**src/rtl/uart_top.sv**
```systemverilog
// -----------------------------------------------------------------------------
// uart_top
// Memory-mapped UART peripheral. Each serial frame carries one data byte
// followed by its CRC-8 byte, giving 18 bits on the wire:
//    start(0), data[7:0] LSB first, crc[7:0] LSB first, stop(1).
// Bit period is DIV+1 clocks. DIV is sampled at every bit boundary, so a
// change made mid-frame takes effect at the next bit.
//
// Ports:
//    clk         system clock
//    rst_i       synchronous active-high reset
//    rx_i        serial input, idle high
//    tx_o        serial output, idle high
//    rx_int_o    level, high while RX data valid
//    tx_int_o    level, high while TX done flag set
//    err_int_o   level, high while any error flag set
//    cfg_cs      register select
//    cfg_we      write enable (qualified by cfg_cs)
//    cfg_addr_i  register word address
//    cfg_data_i  write data
//    cfg_data_o  registered read data, valid the cycle after a read
//
// Register map (word addresses):
//    0x00 CFG     R/W  [31:16] DIV, [2] crc_en, [1] tx_en, [0] rx_en
//    0x01 CMD     W    bit0=1 starts TX when tx_en and idle; reads 0
//    0x02 TX_DATA R/W  [7:0] byte to send
//    0x03 RX_DATA R    [7:0] data, [15:8] CRC; read clears rx_valid
//    0x04 STATUS  R/W1C bit0 rx_valid, bit1 tx_busy, bit2 crc_err,
//                      bit3 frame_err, bit4 overrun, bit5 tx_done
// -----------------------------------------------------------------------------
module uart_top #(
   parameter logic [15:0] DIV_RST  = 16'd10416,
   parameter logic [7:0]  CRC_POLY = 8'h07
) (
   input  logic        clk,
   input  logic        rst_i,
   input  logic        rx_i,
   output logic        tx_o,
   output logic        rx_int_o,
   output logic        tx_int_o,
   output logic        err_int_o,
   input  logic        cfg_we,
   input  logic        cfg_cs,
   input  logic [31:0] cfg_data_i,
   output logic [31:0] cfg_data_o,
   input  logic [4:0]  cfg_addr_i
);

   typedef enum logic [1:0] {
      S_IDLE  = 2'd0,
      S_START = 2'd1,
      S_DATA  = 2'd2,
      S_STOP  = 2'd3
   } state_t;

   localparam logic [4:0] A_CFG    = 5'h00;
   localparam logic [4:0] A_CMD    = 5'h01;
   localparam logic [4:0] A_TXDATA = 5'h02;
   localparam logic [4:0] A_RXDATA = 5'h03;
   localparam logic [4:0] A_STATUS = 5'h04;

   // CRC-8, MSB-first, init 0, no reflection, no final XOR.
   function automatic logic [7:0] crc8(input logic [7:0] d);
      logic [7:0] c;
      logic       fb;
      c = 8'h00;
      for (int i = 7; i >= 0; i--) begin
         fb = c[7] ^ d[i];
         c  = {c[6:0], 1'b0} ^ (fb ? CRC_POLY : 8'h00);
      end
      return c;
   endfunction

   // ---------------------------------------------------------------------------
   // Register state
   // ---------------------------------------------------------------------------
   logic [15:0] div;
   logic        rx_en, tx_en, crc_en;
   logic [7:0]  tx_data;
   logic [7:0]  rx_data, rx_crc;
   logic        rx_valid, crc_err, frame_err, overrun, tx_done;
   logic        tx_busy;

   // Bus decode
   logic wr, rd;
   logic wr_cfg, wr_txd, wr_sts, rd_rxd;
   logic tx_start;

   assign wr     = cfg_cs & cfg_we;
   assign rd     = cfg_cs & ~cfg_we;
   assign wr_cfg = wr && (cfg_addr_i == A_CFG);
   assign wr_txd = wr && (cfg_addr_i == A_TXDATA);
   assign wr_sts = wr && (cfg_addr_i == A_STATUS);
   assign rd_rxd = rd && (cfg_addr_i == A_RXDATA);

   // Data bits 15:8 of a write never land in any register.
   logic unused_wdata;
   assign unused_wdata = &{1'b0, cfg_data_i[15:8]};

   // ---------------------------------------------------------------------------
   // RX path
   // ---------------------------------------------------------------------------
   state_t      rx_state, rx_next;
   logic        rx_meta, rx_sync, rx_prev;
   logic [15:0] rx_cnt, rx_bit_div;
   logic [3:0]  rx_idx;
   logic [15:0] rx_shift;
   logic        rx_fall, rx_half, rx_tick, rx_done;

   // RX state register
   always_ff @(posedge clk) begin
      // NOTE: synchronous reset -- rst_i is only looked at on the clock edge,
      // so it must be held for at least one rising edge to take effect.
      if (rst_i) rx_state <= S_IDLE;
      // NOTE: sequential state uses non-blocking assignments so every flop
      // samples pre-edge values regardless of block ordering.
      else       rx_state <= rx_next;
   end

   // RX next-state logic
   always_comb begin
      // NOTE: default assignment first so no path leaves rx_next unassigned,
      // which would otherwise infer a latch.
      rx_next = rx_state;
      unique case (rx_state)
         S_IDLE:  if (rx_en && rx_fall) rx_next = S_START;
         // A start bit that is high again at mid-bit was a glitch.
         S_START: if (rx_half) rx_next = rx_sync ? S_IDLE : S_DATA;
         S_DATA:  if (rx_tick && (rx_idx == 4'd15)) rx_next = S_STOP;
         S_STOP:  if (rx_tick) rx_next = S_IDLE;
         default: rx_next = S_IDLE;
      endcase
      if (!rx_en) rx_next = S_IDLE;
   end

   // RX output/strobe logic
   always_comb begin
      rx_fall = rx_prev & ~rx_sync;
      rx_half = (rx_cnt == {1'b0, rx_bit_div[15:1]});
      rx_tick = (rx_cnt == rx_bit_div);
      rx_done = rx_en && (rx_state == S_STOP) && rx_tick;
   end

   // RX synchronizer, bit timing and shift register
   always_ff @(posedge clk) begin
      if (rst_i) begin
         rx_meta    <= 1'b1;
         rx_sync    <= 1'b1;
         rx_prev    <= 1'b1;
         rx_cnt     <= '0;
         rx_bit_div <= DIV_RST;
         rx_idx     <= '0;
         rx_shift   <= '0;
      end else begin
         rx_meta <= rx_i;
         rx_sync <= rx_meta;
         rx_prev <= rx_sync;
         unique case (rx_state)
            S_IDLE: begin
               rx_cnt     <= '0;
               rx_idx     <= '0;
               rx_bit_div <= div;
            end
            S_START: begin
               if (rx_half) begin
                  rx_cnt     <= '0;
                  rx_bit_div <= div;
               end else begin
                  rx_cnt <= rx_cnt + 16'd1;
               end
            end
            S_DATA: begin
               if (rx_tick) begin
                  rx_cnt     <= '0;
                  rx_bit_div <= div;
                  rx_idx     <= rx_idx + 4'd1;
                  // LSB-first: data ends up in [7:0], CRC in [15:8].
                  rx_shift   <= {rx_sync, rx_shift[15:1]};
               end else begin
                  rx_cnt <= rx_cnt + 16'd1;
               end
            end
            S_STOP: begin
               if (rx_tick) rx_cnt <= '0;
               else         rx_cnt <= rx_cnt + 16'd1;
            end
            default: rx_cnt <= '0;
         endcase
      end
   end

   // ---------------------------------------------------------------------------
   // TX path
   // ---------------------------------------------------------------------------
   state_t      tx_state, tx_next;
   logic [15:0] tx_cnt, tx_bit_div;
   logic [3:0]  tx_idx;
   logic [15:0] tx_shift;
   logic        tx_tick, tx_end;

   assign tx_start = wr && (cfg_addr_i == A_CMD) && cfg_data_i[0] && tx_en
                     && (tx_state == S_IDLE);

   // TX state register
   always_ff @(posedge clk) begin
      if (rst_i) tx_state <= S_IDLE;
      else       tx_state <= tx_next;
   end

   // TX next-state logic
   always_comb begin
      tx_next = tx_state;
      unique case (tx_state)
         S_IDLE:  if (tx_start) tx_next = S_START;
         S_START: if (tx_tick) tx_next = S_DATA;
         S_DATA:  if (tx_tick && (tx_idx == 4'd15)) tx_next = S_STOP;
         S_STOP:  if (tx_tick) tx_next = S_IDLE;
         default: tx_next = S_IDLE;
      endcase
   end

   // TX output logic
   always_comb begin
      tx_tick = (tx_cnt == tx_bit_div);
      tx_end  = (tx_state == S_STOP) && tx_tick;
      tx_busy = (tx_state != S_IDLE);
      unique case (tx_state)
         S_START: tx_o = 1'b0;
         S_DATA:  tx_o = tx_shift[0];
         default: tx_o = 1'b1;
      endcase
   end

   // TX bit timing and shift register. The frame is captured at the start
   // command, so later TX_DATA writes do not disturb it.
   always_ff @(posedge clk) begin
      if (rst_i) begin
         tx_cnt     <= '0;
         tx_bit_div <= DIV_RST;
         tx_idx     <= '0;
         tx_shift   <= '0;
      end else begin
         unique case (tx_state)
            S_IDLE: begin
               tx_cnt <= '0;
               tx_idx <= '0;
               if (tx_start) begin
                  tx_bit_div <= div;
                  tx_shift   <= {(crc_en ? crc8(tx_data) : 8'h00), tx_data};
               end
            end
            S_START: begin
               if (tx_tick) begin
                  tx_cnt     <= '0;
                  tx_bit_div <= div;
               end else begin
                  tx_cnt <= tx_cnt + 16'd1;
               end
            end
            S_DATA: begin
               if (tx_tick) begin
                  tx_cnt     <= '0;
                  tx_bit_div <= div;
                  tx_idx     <= tx_idx + 4'd1;
                  tx_shift   <= {1'b0, tx_shift[15:1]};
               end else begin
                  tx_cnt <= tx_cnt + 16'd1;
               end
            end
            S_STOP: begin
               if (tx_tick) tx_cnt <= '0;
               else         tx_cnt <= tx_cnt + 16'd1;
            end
            default: tx_cnt <= '0;
         endcase
      end
   end

   // ---------------------------------------------------------------------------
   // Registers, flags and read port
   // ---------------------------------------------------------------------------
   logic [31:0] rd_mux;
   logic        set_crc, set_frame, set_ovr;
   logic [5:0]  w1c;

   always_comb begin
      set_crc   = rx_done && crc_en && (rx_shift[15:8] != crc8(rx_shift[7:0]));
      set_frame = rx_done && !rx_sync;
      set_ovr   = rx_done && rx_valid;
      w1c       = wr_sts ? cfg_data_i[5:0] : 6'd0;
   end

   always_comb begin
      rd_mux = 32'd0;
      unique case (cfg_addr_i)
         A_CFG:    rd_mux = {div, 13'd0, crc_en, tx_en, rx_en};
         A_TXDATA: rd_mux = {24'd0, tx_data};
         A_RXDATA: rd_mux = {16'd0, rx_crc, rx_data};
         A_STATUS: rd_mux = {26'd0, tx_done, overrun, frame_err, crc_err,
                             tx_busy, rx_valid};
         default:  rd_mux = 32'd0;
      endcase
   end

   always_ff @(posedge clk) begin
      if (rst_i) begin
         div        <= DIV_RST;
         rx_en      <= 1'b0;
         tx_en      <= 1'b0;
         crc_en     <= 1'b0;
         tx_data    <= '0;
         rx_data    <= '0;
         rx_crc     <= '0;
         rx_valid   <= 1'b0;
         crc_err    <= 1'b0;
         frame_err  <= 1'b0;
         overrun    <= 1'b0;
         tx_done    <= 1'b0;
         cfg_data_o <= '0;
      end else begin
         if (wr_cfg) begin
            div    <= cfg_data_i[31:16];
            crc_en <= cfg_data_i[2];
            tx_en  <= cfg_data_i[1];
            rx_en  <= cfg_data_i[0];
         end
         if (wr_txd) tx_data <= cfg_data_i[7:0];

         // Completion wins over a same-cycle RX_DATA read.
         if (rx_done) begin
            rx_data  <= rx_shift[7:0];
            rx_crc   <= rx_shift[15:8];
            rx_valid <= 1'b1;
         end else if (rd_rxd) begin
            rx_valid <= 1'b0;
         end

         // A flag being set in the same cycle as its W1C stays set.
         crc_err   <= (crc_err   & ~w1c[2]) | set_crc;
         frame_err <= (frame_err & ~w1c[3]) | set_frame;
         overrun   <= (overrun   & ~w1c[4]) | set_ovr;
         tx_done   <= (tx_done   & ~w1c[5]) | tx_end;

         if (rd) cfg_data_o <= rd_mux;
      end
   end

   assign rx_int_o  = rx_valid;
   assign tx_int_o  = tx_done;
   assign err_int_o = crc_err | frame_err | overrun;

endmodule

```
**config.mk**
```make
export PLATFORM = sky130hd
export DESIGN_NAME = uart_top
export DESIGN_NICKNAME = d
export VERILOG_FILES = /design/src/rtl/uart_top.sv
export SDC_FILE = /design/constraint.sdc
export NUM_CORES = 1
export LEC_CHECK = 0
export CAP_MARGIN = 40
export CORE_ASPECT_RATIO = 0.7
export CORE_MARGIN = 8
export CORE_UTILIZATION = 58
export CTS_CLUSTER_SIZE = 40
export DETAILED_ROUTE_END_ITERATION = 10
export PLACE_DENSITY = 0.79
export SKIP_CTS_REPAIR_TIMING = 1
export SLEW_MARGIN = 40
export SYNTH_ARGS = -nofsm -noshare
export SYNTH_HDL_FRONTEND = slang
export SYNTH_SLANG_ARGS = --single-unit
```
**constraint.sdc**
```tcl
create_clock -name clk -period 2.35 [get_ports clk]
set_clock_uncertainty 0.2 [all_clocks]
set_input_delay 0.235 -clock clk [delete_from_list [all_inputs] [get_ports clk]]
set_output_delay 0.235 -clock clk [all_outputs]
set_load 0.02 [all_outputs]
```
==> reports/metrics.cfg <==
[die]
core_area_um2=14600
die_height_um=118
die_area_um2=19100
std_cell_rows=37
floorplan.die.width_um=162
io_pins=78
starting_density_of_the_core_pct=59.0

[route]
first_pass_iteration_count_of_the_detailed_router=5
drt_wl_cell_um=16.6
via_per_inst=5.57
num_vias=7002
drt_iter0_markers=549
route.antenna.remaining_nets=0
route.detailed.drc=0
postRouteWirelength_um=20900

[clock_network]
clkSlewWorstSetupHoldPaths_ns=0.07
cts_made_buffers=17
cts.root.buffer_cell=sky130_fd_sc_hd__clkbuf_16
clock_tree_from_tritoncts=done
cts_htree_levels=4
cts_buffer_depth=2
clock_sinks=191
later_pin_clock_latency_in_the_skew_report_ns=0.43

[sta]
timing.final.setup_violations=0
period_needed_ns=2.27
final_min_period_over_clock_period_pct=96.5
finalHoldViolCount=0
slew-limit-headroom_pct=57.1
max_clock_freq_ghz=0.441
worst-slew-pin-transition_ns=0.637
postLayoutSetupSlackWorst_ns=0.0819
whs_ns=0.0130
slew_violations=0

[final_layout]
mostFrequentLayoutCell=sky130_fd_sc_hd__dfxtp_1
drive_gt1_share_pct=12.2
final_net_count=1099
post-route-util_pct=71.8
layout-area-overhead-vs-synth_pct=21.6
layout.cells.non_filler=1257
commonest_cells_after_routing_fill_and_taps_aside=sky130_fd_sc_hd__dfxtp_1, sky130_fd_sc_hd__nand2_1, sky130_fd_sc_hd__nor2_1, sky130_fd_sc_hd__a21oi_1, sky130_fd_sc_hd__clkdlybuf4s50_1
antennaDiodeCount=0
stdcell_area_um2=10500

[placed_design]
dpl_cell_area_um2=9740
numPlacedInstances=1219
io_buffers=69
detailedPlacementHpwl_um=14300
gp_routability_congestion=0.856
place_worst_setup_slack_ns=-0.221

[worst_setup_path]
required_ns=2.46
crit_arrival_ns=2.38
r2r_start=rx_bit_div[3]
timing.critical_path.from_type=flop
setup.worst_path.start=rx_bit_div[3]
critPathMaxStageDelay_ns=0.37
crit_chain=xor2_1 > nor4_4 > nand4_4 > buf_6 > nor3_4 > buf_4 > clkbuf_16 > mux2i_1 > nor2_1
cpMaxStageDelayCell=sky130_fd_sc_hd__nor4_4
critical_path.max_fanout=11
cp-end-kind=flop
timing.setup.critical_path_class=flop to flop

[synthesis]
synth_nets=1016
post_synth_and_or_nand_nor_area_fraction_pct=23.1
post_synthesis_mux_area_share_pct=8.27
synth_ff_type=sky130_fd_sc_hd__dfxtp_1
synth_edf_count=0
largest_family_of_logic_cells_by_synthesized_area=simple AND/OR/NAND/NOR gates
syn-cell-area_um2=8610
post_synth_num_cell_types=49
netlist_instances=966
post_synthesis_sequential_element_count=191
yosys_warnings=0
syn_area_per_cell_um2=8.91
post_synth_fa_ha_maj_area_fraction_pct=1.16
synth-xor-area-share_pct=10.7
seq_area_frac_synth_pct=44.4
ys_async_sr_fraction_pct=0
synth-compound-area-share_pct=8.49

[power_and_ir_drop]
total_leakage_power_uw=0.00395
peakVddDrop_uv=519
p_per_area_nw_per_um2=658

[hold_path]
source_of_the_worst_hold_timing_path=rst_i
min_path_type=input port to flop

[grt]
antenna_found_initial=0
global_route_wire_length_before_repair_um=33800
grt_max_degree=64
overflow=0
via_count_of_the_first_global_routing_pass=6594
grtUsageTotal_pct=21.5

[run]
timing.max_cap.violations=0

[status]
status=finished clean

==> layer usage <==
metal	vias to the layer above	GRT usage, %	share of wire (%)
li1	3425	-	-
met1	3369	30.5	49
met2	185	32.1	45
met3	23	5.03	5.5
met4	0	5.59	1.1
met5	-	0	0
==> sequential cells by signal, indices dropped and copies added, names as in the netlist, 2 cells and up, named ones only <==
| name | flops |
|---|---|
| rx_shift | 16 |
| tx_bit_div | 16 |
| cfg_data_o | 32 |
| tx_data | 8 |
| tx_idx | 4 |
| rx_bit_div | 16 |
| rx_idx | 4 |
| tx_cnt | 16 |
| rx_data | 8 |
| tx_state | 2 |
| div | 16 |
| rx_cnt | 16 |
| rx_crc | 8 |
| tx_shift | 16 |
==> where the power goes <==
part | switching (µW) | leakage [µW] | total (µW) | internal [µW]
clock | 1300 | 0.000293 | 2930 | 1630
combinational | 326 | 0.00212 | 636 | 311
sequential | 31.6 | 0.00154 | 3310 | 3280
total | 1660 | 0.00395 | 6880 | 5220
==> cell type report <==
class	count	area (µm²)
timing repair buffer	126	1270
inverter	13	48.8
multi-input combinational	700	4470
sequential	191	3830
fill	1094	4120
clock buffer	20	447
clock inverter	12	146
tap	195	244
==> worst paths after layout <==
path / end / slack [ns] / cells after the start
min reg2reg: rx_sync / 0.24 / 1
max reg2reg: rx_shift[2] / 0.08 / 9
min: tx_data[0] / 0.01 / 2
max: rx_shift[2] / 0.08 / 9
==> cells by family after synthesis <==
| logic type | Yosys count |
|---|---|
| compound gates | 116 |
| fa+ha+maj | 8 |
| mux | 70 |
| buf+inv | 75 |
| simple gates | 402 |
| flops | 191 |
| xor+xnor | 104 |
==> metrics by stage <==
step | setup TNS (ns) | power, µW
floorplan | 0 | 3770
global placement | -2.99 | 3960
detailed placement | -3.81 | 3980
CTS | -0.275 | 6870
global route | -0.0100 | 7110
finish | 0 | 6880
==> critical path: cells and delay by family (launching register included) <==
kind,cells,cell delay (ns)
XOR/XNOR,1,0.19
multiplexers,1,0.18
AND/OR/NAND/NOR,4,0.72
flip-flops,1,0.36
buffers and inverters,3,0.48
==> cell usage after synthesis, types with 6 or more instances <==
master	number	area share, %
sky130_fd_sc_hd__mux2_2	9	1.2
sky130_fd_sc_hd__nor2b_1	11	0.80
sky130_fd_sc_hd__a21oi_1	79	4.6
sky130_fd_sc_hd__nand2b_1	26	1.9
sky130_fd_sc_hd__nor3_1	19	1.1
sky130_fd_sc_hd__nor4_4	6	1.5
sky130_fd_sc_hd__nor2_1	118	5.1
sky130_fd_sc_hd__nand2_1	123	5.4
sky130_fd_sc_hd__and3_1	16	1.2
sky130_fd_sc_hd__xnor2_1	46	4.7
sky130_fd_sc_hd__clkbuf_1	42	1.8
sky130_fd_sc_hd__a222oi_1	6	0.70
sky130_fd_sc_hd__nand4_1	9	0.65
sky130_fd_sc_hd__buf_2	12	0.70
sky130_fd_sc_hd__xor2_1	57	5.8
sky130_fd_sc_hd__ha_1	8	1.2
sky130_fd_sc_hd__dfxtp_1	191	44
sky130_fd_sc_hd__a221oi_1	8	0.81
sky130_fd_sc_hd__inv_1	13	0.57
sky130_fd_sc_hd__nand3b_1	11	0.96
sky130_fd_sc_hd__nand3_1	41	2.4
sky130_fd_sc_hd__mux2i_1	61	7.1
No activity file was read; power rests on OpenSTA's default activity.
